--- src/rtl/canonical_code_assigner.sv ---
// Canonical Huffman codeword assigner: walks length-sorted entries one per cycle and
// builds a per-symbol {code,len} codebook with a registered lookup port. Optional macro: CANON_BITREV_EN.
module canonical_code_assigner #(
    parameter int SYMBOLS         = 16,
    parameter int CODE_SIZE_WIDTH = 5,
    parameter int SYMBOL_ID_WIDTH = 5,
    parameter int MAX_CODE_LEN    = 16
) (
    input  logic                                 clk,
    input  logic                                 reset,
    input  logic                                 start,
    input  logic [SYMBOLS*CODE_SIZE_WIDTH-1:0]   code_size_array,
    input  logic [SYMBOLS*SYMBOL_ID_WIDTH-1:0]   sorted_symbols,
    input  logic [SYMBOL_ID_WIDTH-1:0]           lookup_sym,
    output logic [MAX_CODE_LEN-1:0]              lookup_code,
    output logic [CODE_SIZE_WIDTH-1:0]           lookup_len,
    output logic                                 busy,
    output logic                                 done,
    output logic                                 error
);
    localparam int CSW   = CODE_SIZE_WIDTH;
    localparam int SIW   = SYMBOL_ID_WIDTH;
    localparam int IDX_W = $clog2(SYMBOLS);
    localparam int CW    = MAX_CODE_LEN + 1;
    localparam logic [SIW:0]   SYMBOLS_C = (SIW + 1)'(SYMBOLS);
    localparam logic [CSW-1:0] MAX_LEN_C = CSW'(MAX_CODE_LEN);
    localparam logic [IDX_W-1:0] LAST_IDX = IDX_W'(SYMBOLS - 1);

    typedef enum logic [1:0] {S_IDLE, S_CAPTURE, S_ASSIGN, S_DONE} state_t;

    state_t                    state_reg, state_next;
    logic [SYMBOLS*CSW-1:0]    size_reg;
    logic [SYMBOLS*SIW-1:0]    sym_reg;
    logic [IDX_W-1:0]          idx_reg, idx_next;
    logic [MAX_CODE_LEN-1:0]   code_reg, code_next;
    logic [CSW-1:0]            prev_len_reg, prev_len_next;
    logic                      first_reg, first_next;
    logic                      error_reg, error_next;
    logic                      busy_reg, done_reg;
    logic                      capture, clear_table, wr_en;

    logic [MAX_CODE_LEN-1:0]   table_code [SYMBOLS];
    logic [CSW-1:0]            table_len  [SYMBOLS];
    logic [MAX_CODE_LEN-1:0]   lookup_code_reg;
    logic [CSW-1:0]            lookup_len_reg;

    logic [CSW-1:0]            len_arr [SYMBOLS];
    logic [SIW-1:0]            sym_arr [SYMBOLS];

    genvar gi;
    generate
        for (gi = 0; gi < SYMBOLS; gi++) begin : g_unpack
            assign len_arr[gi] = size_reg[SYMBOLS*CSW-1-gi*CSW -: CSW];
            assign sym_arr[gi] = sym_reg[SYMBOLS*SIW-1-gi*SIW -: SIW];
        end
    endgenerate

    logic [CSW-1:0] cur_len;
    logic [SIW-1:0] cur_sym;
    logic [CW-1:0]  code_calc;
    logic [CW-1:0]  code_limit;
    logic           len_bad, kraft_bad, sym_ok;

    assign cur_len = len_arr[idx_reg];
    assign cur_sym = sym_arr[idx_reg];
    // Widened by one bit so the Kraft overflow (code reaching 2^len) stays visible.
    assign code_calc  = first_reg ? '0
                      : (({1'b0, code_reg} + CW'(1)) << (cur_len - prev_len_reg));
    assign code_limit = CW'(1) << cur_len;
    assign len_bad    = (cur_len > MAX_LEN_C) || (cur_len < prev_len_reg);
    assign kraft_bad  = (code_calc >= code_limit);
    assign sym_ok     = ({1'b0, cur_sym} < SYMBOLS_C);

    always_ff @(posedge clk or posedge reset) begin
        if (reset) begin
            state_reg    <= S_IDLE;
            size_reg     <= '0;
            sym_reg      <= '0;
            idx_reg      <= '0;
            code_reg     <= '0;
            prev_len_reg <= '0;
            first_reg    <= 1'b0;
            error_reg    <= 1'b0;
            busy_reg     <= 1'b0;
            done_reg     <= 1'b0;
        end else begin
            state_reg    <= state_next;
            idx_reg      <= idx_next;
            code_reg     <= code_next;
            prev_len_reg <= prev_len_next;
            first_reg    <= first_next;
            error_reg    <= error_next;
            busy_reg     <= (state_next == S_CAPTURE) || (state_next == S_ASSIGN);
            done_reg     <= (state_next == S_DONE);
            if (capture) begin
                size_reg <= code_size_array;
                sym_reg  <= sorted_symbols;
            end
        end
    end

    always_comb begin
        state_next    = state_reg;
        idx_next      = idx_reg;
        code_next     = code_reg;
        prev_len_next = prev_len_reg;
        first_next    = first_reg;
        error_next    = error_reg;
        capture       = 1'b0;
        clear_table   = 1'b0;
        wr_en         = 1'b0;
        case (state_reg)
            S_IDLE: begin
                if (start) begin
                    capture       = 1'b1;
                    clear_table   = 1'b1;
                    idx_next      = '0;
                    code_next     = '0;
                    prev_len_next = '0;
                    first_next    = 1'b1;
                    error_next    = 1'b0;
                    state_next    = S_CAPTURE;
                end
            end
            S_CAPTURE: state_next = S_ASSIGN;
            S_ASSIGN: begin
                if (cur_len != '0 && (len_bad || kraft_bad)) begin
                    error_next = 1'b1;
                    state_next = S_DONE;
                end else begin
                    if (cur_len != '0) begin
                        wr_en         = sym_ok;
                        code_next     = code_calc[MAX_CODE_LEN-1:0];
                        prev_len_next = cur_len;
                        first_next    = 1'b0;
                    end
                    if (idx_reg == LAST_IDX) begin
                        state_next = S_DONE;
                    end else begin
                        idx_next = idx_reg + IDX_W'(1);
                    end
                end
            end
            S_DONE:  state_next = S_IDLE;
            default: state_next = S_IDLE;
        endcase
    end

    always_ff @(posedge clk or posedge reset) begin
        if (reset) begin
            for (int i = 0; i < SYMBOLS; i++) begin
                table_code[i] <= '0;
                table_len[i]  <= '0;
            end
        end else if (clear_table) begin
            for (int i = 0; i < SYMBOLS; i++) begin
                table_code[i] <= '0;
                table_len[i]  <= '0;
            end
        end else if (wr_en) begin
            table_code[cur_sym[IDX_W-1:0]] <= code_calc[MAX_CODE_LEN-1:0];
            table_len[cur_sym[IDX_W-1:0]]  <= cur_len;
        end
    end

`ifdef CANON_BITREV_EN
    // Serial packer shifts LSB first, so mirror only the len meaningful bits.
    function automatic logic [MAX_CODE_LEN-1:0] present_code(
        input logic [MAX_CODE_LEN-1:0] c,
        input logic [CSW-1:0]          l
    );
        logic [MAX_CODE_LEN-1:0] r;
        r = '0;
        for (int i = 0; i < MAX_CODE_LEN; i++) begin
            if (i < int'(l)) r[i] = c[int'(l) - 1 - i];
        end
        return r;
    endfunction
`else
    function automatic logic [MAX_CODE_LEN-1:0] present_code(
        input logic [MAX_CODE_LEN-1:0] c,
        input logic [CSW-1:0]          l
    );
        logic unused_len;
        unused_len = ^l;
        return c ^ {MAX_CODE_LEN{unused_len & 1'b0}};
    endfunction
`endif

    always_ff @(posedge clk or posedge reset) begin
        if (reset) begin
            lookup_code_reg <= '0;
            lookup_len_reg  <= '0;
        end else if ({1'b0, lookup_sym} < SYMBOLS_C) begin
            lookup_code_reg <= present_code(table_code[lookup_sym[IDX_W-1:0]],
                                            table_len[lookup_sym[IDX_W-1:0]]);
            lookup_len_reg  <= table_len[lookup_sym[IDX_W-1:0]];
        end else begin
            lookup_code_reg <= '0;
            lookup_len_reg  <= '0;
        end
    end

    assign lookup_code = lookup_code_reg;
    assign lookup_len  = lookup_len_reg;
    assign busy        = busy_reg;
    assign done        = done_reg;
    assign error       = error_reg;
endmodule
--- config.mk ---
export PLATFORM = sky130hd
export DESIGN_NAME = canonical_code_assigner
export DESIGN_NICKNAME = d
export VERILOG_FILES = /design/src/rtl/canonical_code_assigner.sv
export SDC_FILE = /design/constraint.sdc
export NUM_CORES = 1
export LEC_CHECK = 0
export CELL_PAD_IN_SITES_DETAIL_PLACEMENT = 0
export CELL_PAD_IN_SITES_GLOBAL_PLACEMENT = 2
export CORE_MARGIN = 1.5
export CORE_UTILIZATION = 41
export CTS_BUF_LIST = sky130_fd_sc_hd__clkbuf_4 sky130_fd_sc_hd__clkbuf_8
export CTS_CLUSTER_SIZE = 8
export DETAILED_ROUTE_END_ITERATION = 7
export PLACE_DENSITY = 0.92
export REMOVE_ABC_BUFFERS = 1
export SYNTH_ARGS = -nofsm -noshare
export SYNTH_HDL_FRONTEND = slang
export SYNTH_SLANG_ARGS = --single-unit
--- constraint.sdc ---
create_clock -name clk -period 21.4 [get_ports clk]
set_input_delay 3.21 -clock clk [delete_from_list [all_inputs] [get_ports clk]]
set_output_delay 3.21 -clock clk [all_outputs]
set_load 0.01 [all_outputs]
# [Yosys cells after proc, flatten, opt, wreduce, memory -nomap -nowiden]
# Index checks and enable logic that the tools add are counted.
[totals] regBits=548 inputBits=168 out_inout_bits=24 word_cells=138
[classes] addsub=3 n_lt_le_gt_ge=9 eq_ne=12 shifts=2 n_mux=53 n_bitwise=3 reduce_logical=12
[op_table] op="256-bit 2-to-1 mux" n=2
[op_table] op="256-bit bitwise mux" n=1
[op_table] op="80-bit 2-to-1 mux" n=2
[op_table] op="16-bit 2-to-1 mux" n=7
[op_table] op="80-bit bitwise mux" n=1
[op_table] op="16-bit binary-select mux with 4-bit select" n=1
[op_table] op="16-bit demux with 4-bit select" n=1
[op_table] op="5-bit binary-select mux with 4-bit select" n=3
[op_table] op="5-bit 2-to-1 mux" n=11
[op_table] op="16-bit one-hot mux with 2 select lines" n=1
[op_table] op="5-bit demux with 4-bit select" n=1
[op_table] op="16-bit by 1-bit adder with 17-bit output (second input constant)" n=1
[op_table] op="17-bit greater-or-equal comparator" n=1
[op_table] op="17-bit 2-to-1 mux" n=1
[op_table] op="1-bit by 5-bit << shifter with 17-bit output (first input constant)" n=1
[op_table] op="17-bit by 5-bit << shifter with 17-bit output" n=1
[op_table] op="5-bit greater-or-equal comparator (second input constant)" n=3
[op_table] op="4-bit NOT with 5-bit output" n=3
[op_table] op="4-bit 2-to-1 mux" n=3
[op_table] op="5-bit < comparator (second input constant)" n=2
[op_table] op="1-bit 2-to-1 mux" n=10
[op_table] op="2-bit != test (second input constant)" n=5
[op_table] op="5-bit one-hot mux with 2 select lines" n=1
[op_table] op="2-bit equality test (second input constant)" n=4
[op_table] op="18 further kinds" n=27

# [Logic depth before layout (Yosys ltp)]
[logic_depth] ltp_word=14 mapped_depth=30 mapped_depth_nobuf=22

# [Worst setup path after synthesis]
# No wires, ideal clock.
[synth_timing] path_type="register to register" startpoint="register idx_reg[1]" endpoint="register table_code[254] (netlist bit)" setup_ns=0.081 arrival_ns=6.964 t_required_ns=21.319 setup_slack_ns=14.355 path_stages_with_launch=28 n_path_buf=7 synth_period_minus_slack_ns=7.045 cell_sequence="dfrtp_1 buf_2 buf_2 mux4_2 nand2_1 nand4_2 inv_1 clkbuf_1 ha_1 fa_1 clkbuf_1 and3b_1 or3_1 a21oi_1 o21ai_1 o32ai_1 a31oi_1 clkbuf_1 inv_1 ha_1 a21oi_1 o21ai_0 a221o_1 nor4_2 and3_1 clkbuf_1 buf_4 mux2i_1"
[synth_via] elab_chain_len=13 word_cells_on_any_way=32 cone_classes="add/sub: 1; order compare: 6; shift: 2; mux: 15; bitwise: 2; reduce/logical: 6"
[synth_rtl] element="start, declared" line_no="34" source="logic [IDX_W-1:0] idx_reg, idx_next;"
[synth_rtl] element="start signal, assigned" line_no="88" source="idx_reg <= idx_next;"
[synth_rtl] element="4-bit NOT with 5-bit output (implied by the code) (*)" line_no="64, 65"
[synth_rtl] element="5-bit binary-select mux with 4-bit select" line_no="64" source="assign cur_len = len_arr[idx_reg];"
[synth_rtl] element="5-bit 2-to-1 mux (implied by the code) (2 in series)" line_no="64"
[synth_rtl] element="5-bit subtractor" line_no="68" source=": (({1'b0, code_reg} + CW'(1)) << (cur_len - prev_len_reg));"
[synth_rtl] element="17-bit by 5-bit << shifter with 17-bit output" line_no="68"
[synth_rtl] element="17-bit 2-to-1 mux" line_no="67" source="assign code_calc = first_reg ? '0"
[synth_rtl] element="17-bit greater-or-equal comparator" line_no="71" source="assign kraft_bad = (code_calc >= code_limit);"
[synth_rtl] element="1-bit logical OR" line_no="127" source="if (cur_len != '0 && (len_bad || kraft_bad)) begin"
[synth_rtl] element="1-bit logical AND" line_no="127"
[synth_rtl] element="1-bit 2-to-1 mux" line_no="127"
[synth_rtl] element="1-bit 2-to-1 mux" line_no="112" source="case (state_reg)"
[synth_rtl] element="2-bit nonzero test (no line)"
[synth_rtl] element="end signal, assigned by index" line_no="161" source="table_code[cur_sym[IDX_W-1:0]] <= code_calc[MAX_CODE_LEN-1:0];"
[synth_rtl] element="end, declared" line_no="42" source="logic [MAX_CODE_LEN-1:0] table_code [SYMBOLS];"
# Every way passes the cells marked *; elsewhere a longest branch is shown, timed or not. The select of a mux whose other input is x is not followed.
# A chain may end at the register's enable or synchronous reset.

# [Worst setup path after layout]
[layout_timing] startpoint="register idx_reg[0]" endpoint="register table_code[242] (netlist bit)"
# Same word-level chain as after synthesis.

==> flow_metrics.py <==
metrics = {
    "cts": {
        "hold_buffers": 0,
        "numCtsBuffers": 93,
        "clkTransAtPathRegs_ns": 0.06,
        "ctsResizeCount": 0,
        "cts_setup_buffers": 0,
        "insertion_delay_ns": 0.70,
        "root_buffer": "clkbuf_8",
        "clock_path_buffers": 3,
        "cts.sinks": 548,
        "cts_tree": "yes",
        "cts-htree-levels": 3,
    },
    "pwr": {
        "ir_drop_mv": 0.1964,
        "power_density_nw_per_um2": 147.4,
        "power_leakage_nw": 13.97,
    },
    "grt": {
        "gr-total-overflow": 0,
        "grt.total_usage_pct": 24.84,
        "grt_pass1_wl_um": 128400,
        "grt_pass1_vias": 21350,
        "antenna_found_initial": 3,
        "grt_max_degree": 226,
    },
    "finish": {
        "multi_input_area_um2": 12340,
        "largest_reg_flops": 256,
        "drive_gt1_share_pct": 16.28,
        "syn2layout_area_growth_pct": 17.20,
        "final_area_um2": 31630,
        "regArea_um2": 13720,
        "max_flop_register": "table_code",
        "final_core_util_pct": 48.80,
        "nets": 2731,
        "fillers": 5789,
    },
    "sta": {
        "setup_violations": 0,
        "grt_setup_unrepaired": "no",
        "finalCritPeriodShare_pct": 42.11,
        "skew_ns": 0.03590,
        "maxSlewHeadroom_pct": 19.88,
        "maxSlewViolCount": 0,
        "finalHoldViolations": 0,
        "worstMarginPinSlew_ns": 1.202,
        "setup_tns_ns": 0,
        "period_minus_slack_ns": 9.011,
        "clock.fmax_mhz": 111.0,
    },
    "drt": {
        "routedWlPerCell_um": 23.84,
        "postRouteAntennaNets": 0,
        "drtIter0Drc": 2138,
        "totalWireLength_um": 82510,
        "firstDrtPassIters": 5,
        "routed_via_density": 5.933,
        "vias": 20530,
        "drc": 0,
    },
    "floorplanning": {
        "initial_core_util_pct": 41.64,
        "coreArea_um2": 64810,
        "ioPinCount": 192,
        "row_count": 93,
        "die-area_um2": 67370,
        "die_x_um": 259.6,
        "die_h_um": 259.6,
    },
    "yosys": {
        "synth_area_leaders": "dfrtp_1 (51%), mux4_2 (12%), nand2_1 (9.3%)",
        "yosysTopAreaCellShare_pct": 50.81,
        "synth_edf_count": 0,
        "syn_avg_cell_area_um2": 11.25,
        "synth.distinct_cells": 77,
        "synth_area_leader_cell": "dfrtp_1",
        "synth-async-reset-ratio_pct": 100.0,
        "synth_commonest_cells": "nand2_1 (671), dfrtp_1 (548), o2bb2ai_1 (195)",
        "ys_seq_area_share_pct": 50.81,
        "ys_warn_count": 0,
        "synth-seq-cells": 548,
        "synth_cells": 2400,
        "ys.flop_type": "dfrtp_1",
        "syn_area_um2": 26990,
        "yosysMostFrequentCell": "nand2_1",
    },
    "setup_path": {
        "cp-end-kind": "flip-flop",
        "cp_max_fo": 39,
        "worstPathRequired_ns": 21.99,
        "crit_arrival_ns": 9.61,
        "crit_path_start_kind": "flip-flop",
        "crit_type": "reg -> reg",
    },
    "run_status": {
        "outcome": "completed",
    },
    "placed_design": {
        "port-buffer-count": 191,
        "place_congestion": 0.9210,
        "post_dp_cell_area_um2": 29560,
        "dpl.hpwl_um": 52940,
    },
    "min_path": {
        "hp-class": "reg -> reg",
    },
    "run": {
        "maxCapViolCount": 0,
    },
}
[cell usage in the layout, fill, tap and decap left out, drive strengths merged, types with 15 or more instances in the layout]
cell	synthesis	layout
nor2	35	35
nand2	671	671
a31oi	43	43
a22o	15	15
clkbuf	142	155
mux2i	95	95
o2bb2ai	215	215
buf	55	47
nand4	25	25
mux4	148	148
clkdlybuf4s50	0	187
o21ai	21	21
and3	17	17
dfrtp	548	548
a21oi	20	20
o22ai	34	34
nor3	22	22
ha	29	29
nor2b	30	30
nand3	21	21
inv	52	53
a211oi	24	24
[cells by family (layout without fill, tap and decap cells)]
group,count (synthesis),in the layout,synth area share [%]
AOI/OAI and AO/OA,431,431,13.32
buffers and inverters,249,453,3.899
xor gates and xnor gates,15,15,0.5146
DFF,548,548,50.81
other,0,2,0
adders and majority gates,31,31,1.493
and+or+nand+nor,881,881,13.99
muxes,245,245,15.97
[worst max-delay path, cell delays in order, from the launching register on]
cell	delay [ns]
dfrtp_2	0.34
buf_4	0.60
mux4_2	0.60
nand2_1	0.09
nand4_2	0.28
inv_1	0.50
ha_1	0.36
fa_1	0.36
and3b_1	0.22
or3_1	0.37
a21oi_1	0.56
a21boi_1	0.54
nand3_1	0.56
inv_1	0.30
ha_1	0.28
a211oi_1	0.25
o21ai_0	0.14
a21oi_1	0.31
nor2_1	0.17
nor4_2	0.36
buf_4	0.27
and3_1	0.69
buf_4	0.48
mux2i_1	0.24
[worst paths after layout]
kind                       cells past startpoint  startpoint               to  slack [ns]
hold / removal                                 2  len_arr[3]       len_arr[3]        0.47
max in group asynchronous                      4       reset       idx_reg[1]       15.70
setup reg to reg                              23  idx_reg[0]  table_code[242]       12.39
setup / recovery                              23  idx_reg[0]  table_code[242]       12.39
min in group asynchronous                      2       reset      sym_arr[58]        3.12
hold reg to reg                                2  len_arr[3]       len_arr[3]        0.47
[layout make-up]
type	instances	share of cell area, %
flip-flops and latches	548	43.36
well taps	855	3.382
inverters	52	0.6408
diodes	2	0.01582
multi-input cells	1603	39.01
repair buffers	234	7.069
clock buffers	155	6.052
clock inverters	12	0.4668
[layer usage]
layer  share of wire (%)  GRT usage, %  vias up
met5                   0             0        -
met4                 3.5         8.866        0
met3                 8.2         5.985      187
met2                  46         38.61      974
met1                  42         33.95    10390
li1                    -             -     8984
[power breakdown]
part           total [mW]  internal [mW]  leakage (nW)  switching [mW]
combinational        2.27          0.691          5.48            1.58
sequential           1.37           1.24          7.40           0.128
clock                1.03          0.588          1.09           0.437
total                4.66           2.52          14.0            2.14
[through the flow]
step,std cells,hold WS [ns],worst slack [ns],total power [mW]
final,3461,0.4677,12.39,4.662
after global routing,3459,0.4861,11.66,4.954
after CTS,3459,0.4716,12.50,4.650
after detailed placement,3292,0.4566,12.55,3.613
after global placement,3292,0.4523,12.88,3.578
after floorplan,2203,0.4373,2.869,2.833
Note: power is estimated with default switching activity, not from simulation.
